[src/rtl/usr_nbit_framed.sv]
// Parametrised universal shift register with clock enable, registered serial
// output and a frame counter that strobes after every WIDTH shift/rotate ops.
module usr_nbit_framed #(
  parameter int WIDTH = 8,
  parameter int CNT_W = $clog2(WIDTH)
) (
  input  logic             clk,
  input  logic             rst,
  input  logic             en,
  input  logic [2:0]       mode,
  input  logic [WIDTH-1:0] data_in,
  input  logic             serial_in,
  output logic [WIDTH-1:0] data_out,
  output logic             serial_out,
  output logic [CNT_W-1:0] shift_cnt,
  output logic             frame_done
);

  typedef enum logic [2:0] {
    MODE_HOLD  = 3'b000,
    MODE_SHR   = 3'b001,
    MODE_SHL   = 3'b010,
    MODE_LOAD  = 3'b011,
    MODE_ROTR  = 3'b100,
    MODE_ROTL  = 3'b101,
    MODE_ASR   = 3'b110,
    MODE_CLEAR = 3'b111
  } mode_e;

  localparam logic [CNT_W-1:0] CNT_LAST = CNT_W'(WIDTH - 1);
  localparam logic [CNT_W-1:0] CNT_ONE  = CNT_W'(1);

  logic [WIDTH-1:0] data_nxt;
  logic             ser_nxt;
  logic             is_shift;
  logic             is_restart;

  always_comb begin
    data_nxt   = data_out;
    ser_nxt    = serial_out;
    is_shift   = 1'b0;
    is_restart = 1'b0;
    case (mode_e'(mode))
      MODE_SHR: begin
        data_nxt = {serial_in, data_out[WIDTH-1:1]};
        ser_nxt  = data_out[0];
        is_shift = 1'b1;
      end
      MODE_SHL: begin
        data_nxt = {data_out[WIDTH-2:0], serial_in};
        ser_nxt  = data_out[WIDTH-1];
        is_shift = 1'b1;
      end
      MODE_LOAD: begin
        data_nxt   = data_in;
        ser_nxt    = 1'b0;
        is_restart = 1'b1;
      end
      MODE_ROTR: begin
        data_nxt = {data_out[0], data_out[WIDTH-1:1]};
        ser_nxt  = data_out[0];
        is_shift = 1'b1;
      end
      MODE_ROTL: begin
        data_nxt = {data_out[WIDTH-2:0], data_out[WIDTH-1]};
        ser_nxt  = data_out[WIDTH-1];
        is_shift = 1'b1;
      end
      MODE_ASR: begin
        data_nxt = {data_out[WIDTH-1], data_out[WIDTH-1:1]};
        ser_nxt  = data_out[0];
        is_shift = 1'b1;
      end
      MODE_CLEAR: begin
        data_nxt   = '0;
        ser_nxt    = 1'b0;
        is_restart = 1'b1;
      end
      default: ;
    endcase
  end

  // Single register stage: every output updates on the edge that samples the op
  always_ff @(posedge clk) begin
    if (rst) begin
      data_out   <= '0;
      serial_out <= 1'b0;
      shift_cnt  <= '0;
      frame_done <= 1'b0;
    end else begin
      frame_done <= 1'b0;
      if (en) begin
        data_out   <= data_nxt;
        serial_out <= ser_nxt;
        if (is_restart) begin
          shift_cnt <= '0;
        end else if (is_shift) begin
          if (shift_cnt == CNT_LAST) begin
            shift_cnt  <= '0;
            frame_done <= 1'b1;
          end else begin
            shift_cnt <= shift_cnt + CNT_ONE;
          end
        end
      end
    end
  end

endmodule

[config.mk]
export PLATFORM = sky130hd
export DESIGN_NAME = usr_nbit_framed
export DESIGN_NICKNAME = d
export VERILOG_FILES = /design/src/rtl/usr_nbit_framed.sv
export SDC_FILE = /design/constraint.sdc
export NUM_CORES = 1
export LEC_CHECK = 0
export BUFFER_PORTS_ARGS = -buffer_cell sky130_fd_sc_hd__clkbuf_2
export CAP_MARGIN = 20
export CORE_UTILIZATION = 45
export CTS_CLUSTER_SIZE = 12
export DETAILED_ROUTE_END_ITERATION = 7
export PLACE_DENSITY_LB_ADDON = 0.25
export SLEW_MARGIN = 20
export SYNTH_ARGS = -nofsm -noshare
export SYNTH_HDL_FRONTEND = slang
export SYNTH_SLANG_ARGS = --single-unit
[constraint.sdc]
create_clock -name clk -period 1.7 [get_ports clk]
set_input_delay 0.51 -clock clk [delete_from_list [all_inputs] [get_ports clk]]
set_output_delay 0.51 -clock clk [all_outputs]
set_load 0.02 [all_outputs]
# Word level (Yosys, flattened, before mapping)
# Index checks and enable logic that the tools add are counted.
# totals
input_bits,15
regBits,13
out_inout_bits,13
wordCells,38
# op_classes
eq_ne,8
bitwise_logic,3
add_sub_neg,1
n_reduce_logical,13
n_mux,8
# ops
operator,n
$pmux W8 S7,1
$eq A3 B3 Y1 const B,5
$mux W3,3
$reduce_bool A7 Y1,1
$eq A3 B2 Y1 const B,2
$reduce_and A2 Y1,3
$reduce_bool A6 Y1,1
$reduce_or A5 Y1,1
$reduce_or A2 Y1,2
$reduce_or A4 Y1,1
$add A3 B1 Y3 const B,1
$eq A3 B1 Y1 const B,1
$mux W1,3
$not A1 Y1,3
$pmux W1 S3,1
$reduce_and A3 Y1,1
$reduce_bool A3 Y1,1
$reduce_or A3 Y1,1
$reduce_bool A2 Y1,1

# Logic depth before layout (Yosys ltp)
# depth
word_depth,5
mapped_depth,5
ltp_nobuf,5

# Worst setup path before layout
# Ideal clock, no wire load.
# synth_timing
path_type,input port to flip-flop
startpoint,input mode[2]
endpoint,register serial_out
path_stages,4
path_buffers,1
setup_time_ps,124
path_slack_ps,382
required_time_ps,1576
t_arrival_ps,1194
path_cell_list,buf_6 > and3b_2 > o41ai_2 > a21oi_1
# synth_between
elab_chain_cells,4
# synth_lines
element,line,text
from (decl),10,"input logic [2:0] mode,"
$eq A3 B3 Y1 (tied with other cells),43,case (mode_e'(mode))
$reduce_or A3 Y1 (no line) / $reduce_or A2 Y1 (equally long branches),n/a,
$reduce_bool A3 Y1 (no line),n/a,
$reduce_and A2 Y1 (no line),n/a,
to (signal assigned),94,serial_out <= ser_nxt;
to (decl),14,"output logic serial_out,"
# Parallel ways exist; a longest one is shown, timed or not.
# A chain may end at the register's enable or synchronous reset.

# Worst setup path after layout
# layout_timing
startpoint,register data_out[0]
endpoint,output data_out[0]
# layout_lines
element,line,text
from (decl),13,"output logic [WIDTH-1:0] data_out,"
from (signal assigned),93,data_out <= data_nxt;
# No word-level cell between the ends.

==> flow_summary_export.csv <==
group,metric,value,unit
status,status,"finished clean",
drt,drc,0,
synth,yosys_warnings,0,
final_layout,diodes,0,
floorplanning,die_width,44.7,um
place,gp_congestion,0.756,
place,io_buffer_count,27,
setup_path,max_stage_delay,480,ps
floorplanning,start_util,47.5,%
power_and_ir_drop,p_leak,0.419,nW
timing,worst_pin_slew,344,ps
timing,slew_headroom,76.9,%
synth,synth_cells,86,
grt,grt_pass1_vias,647,
job,drv_cap,0,
drt,initialDrtViolationCount,26,
setup_path,crit_family,"flip-flops",
setup_path,critPathArrivalTime,980,ps
grt,grt_usage,18.9,%
drt,wirelength,1840,um
timing,setup_viol_count_final,0,
drt,viasPerCell,5.89,
clocking,cts_resized,0,
floorplanning,die-area,2000,um^2
final_layout,drive_gt1_share,43.5,%
timing,maxSlewViolCount,0,
timing,rsz0062_at_grt,"no",
grt,antenna_found_initial,0,
final_layout,layout.nets,133,
setup_path,crit_fanout,6,
power_and_ir_drop,power_density,702,nW/um^2
clocking,cts.sinks,13,
clocking,path_clk_slew,80,ps
place,dp_hpwl,1320,um
clocking,ctsRootBufferMaster,"clkbuf_4",
grt,grt_pass1_wl,2800,um
synth,synth-seq-area-share,31.7,%
timing,final_period_minus_worst_setup_slack,1490,ps
timing,hold-worst-slack,462,ps
synth,synthArstFlopShare,0,%
floorplanning,coreArea,1730,um^2
synth,synthDistinctLibCells,30,
setup_path,end_kind,"output pin",
timing,skew,8.03,ps
drt,first_pass_iters,4,
floorplanning,die_h,44.7,um
clocking,cts_buffers,3,
timing,fin_setup_tns,0,ps
clocking,post_cts_buffers,0,
synth,ys_seq_elements,13,
synth,ys.flop_type,"dfxtp_1",
clocking,clk_latency,270,ps
timing,max_freq,669,MHz
power_and_ir_drop,peakVddDrop,0.263,mV
hold_path,hp-class,"reg -> reg",
drt,dr_total_vias,824,
drt,ant_nets,0,
clocking,cts_hold_buf,0,
clocking,cts_max_path_buffers,2,
floorplanning,ios,28,
synth,synth_area,821,um^2
setup_path,critPathRequiredTime,1190,ps
timing,period_share,87.9,%
setup_path,path_cells,"clkbuf_2",
synth,synth_edf_count,0,
grt,grt_max_degree,19,
clocking,cts-htree-levels,1,
clocking,cts_tree,"done",
final_layout,area_delta_synth_final,20.7,%
setup_path,setup.worst_path.start_class,"flop",
floorplanning,rows,15,
synth,syn-num-nets,103,
setup_path,path_buf_inv,1,
drt,wl_per_cell,13.1,um
setup_path,path_class,"reg -> out",
setup_path,slowest_stage,"dfxtp_1",
grt,grt_overflow,0,
timing,hold_viol_final,0,
synth,avgSynthCellArea,9.54,um^2
## layout by cell type, fill, tap and decap left out, types with 3 or more instances in the layout
cell type	Yosys	layout
and3b_2	4	4
clkbuf_4	0	3
a21oi_1	5	5
buf_4	1	3
o21ai_0	16	16
nand2_1	5	5
nand3_1	3	3
dfxtp_1	13	13
a31oi_1	7	7
clkbuf_2	0	27
a22oi_1	6	6
## metal layers
metal | global-route usage (%) | routed length [um] | vias to the layer above
met4 | 7.27 | 23 | 0
met3 | 2.40 | 85 | 4
met2 | 30.3 | 890 | 34
li1 | - | - | 398
met5 | 0 | 0 | -
met1 | 25.8 | 842 | 388
## sequential cells by signal, summed over array words and instances (netlist names)
register / count
serial_out: 1
data_out: 8
shift_cnt: 3
frame_done: 1
## cell usage after synthesis, types with 2 or more instances
library cell  instances  area [um^2]
nand3_1               3         15.0
a21oi_1               5         25.0
and3b_2               4         40.0
dfxtp_1              13          260
buf_6                 3         33.8
and4bb_2              2         25.0
inv_1                 2         7.51
o21ai_0              16         80.1
a31oi_1               7         43.8
nand2_1               5         18.8
ha_1                  2         25.0
a22oi_1               6         45.0
## kinds of logic after synthesis
kind of cell / share of synthesized area [%]
XOR/XNOR: 1.07
AND/OR/NAND/NOR: 18.4
AO/OA/AOI/OAI: 36.3
multiplexers: 3.05
flip-flops: 31.7
adder cells (fa/ha/maj): 3.05
buffers and inverters: 6.40
## power by group
part / switching [mW] / internal [mW]
Combinational: 0.0949 / 0.0691
Sequential: 0.0186 / 0.322
Clock: 0.100 / 0.0908
Total: 0.214 / 0.482
## through the flow
stage	setup slack (ps)	area, um^2	power, mW	utilization, %	instances
final	205	991	0.695	57.4	140
after floorplan	382	821	0.453	-	86
after global placement	114	965	0.506	55.9	136
after global routing	193	991	0.729	57.4	140
after detailed placement	77.8	965	0.510	55.9	136
after CTS	224	991	0.698	57.4	140
## final cells by class
cell class              count  area [um^2]
flip-flops and latches     13          260
multi-input cells          66          508
well taps                  25         31.3
repair buffers             30          158
inverters                   2         7.51
fillers                   172          736
clock buffers               4         26.3
## path summary, 6_finish.rpt
check	startpoint	end	slack, ps	cells after the start
max	data_out[0]	data_out[0]	210	1
min	serial_out	serial_out	460	2
max reg2reg	data_out[7]	serial_out	530	3
min reg2reg	serial_out	serial_out	460	2
## worst min-delay path, stage by stage, from the launching register on
cell and delay (ps):
dfxtp_1 320, nand2_1 50, a21oi_1 50
No activity file was read; power rests on OpenSTA's default activity.
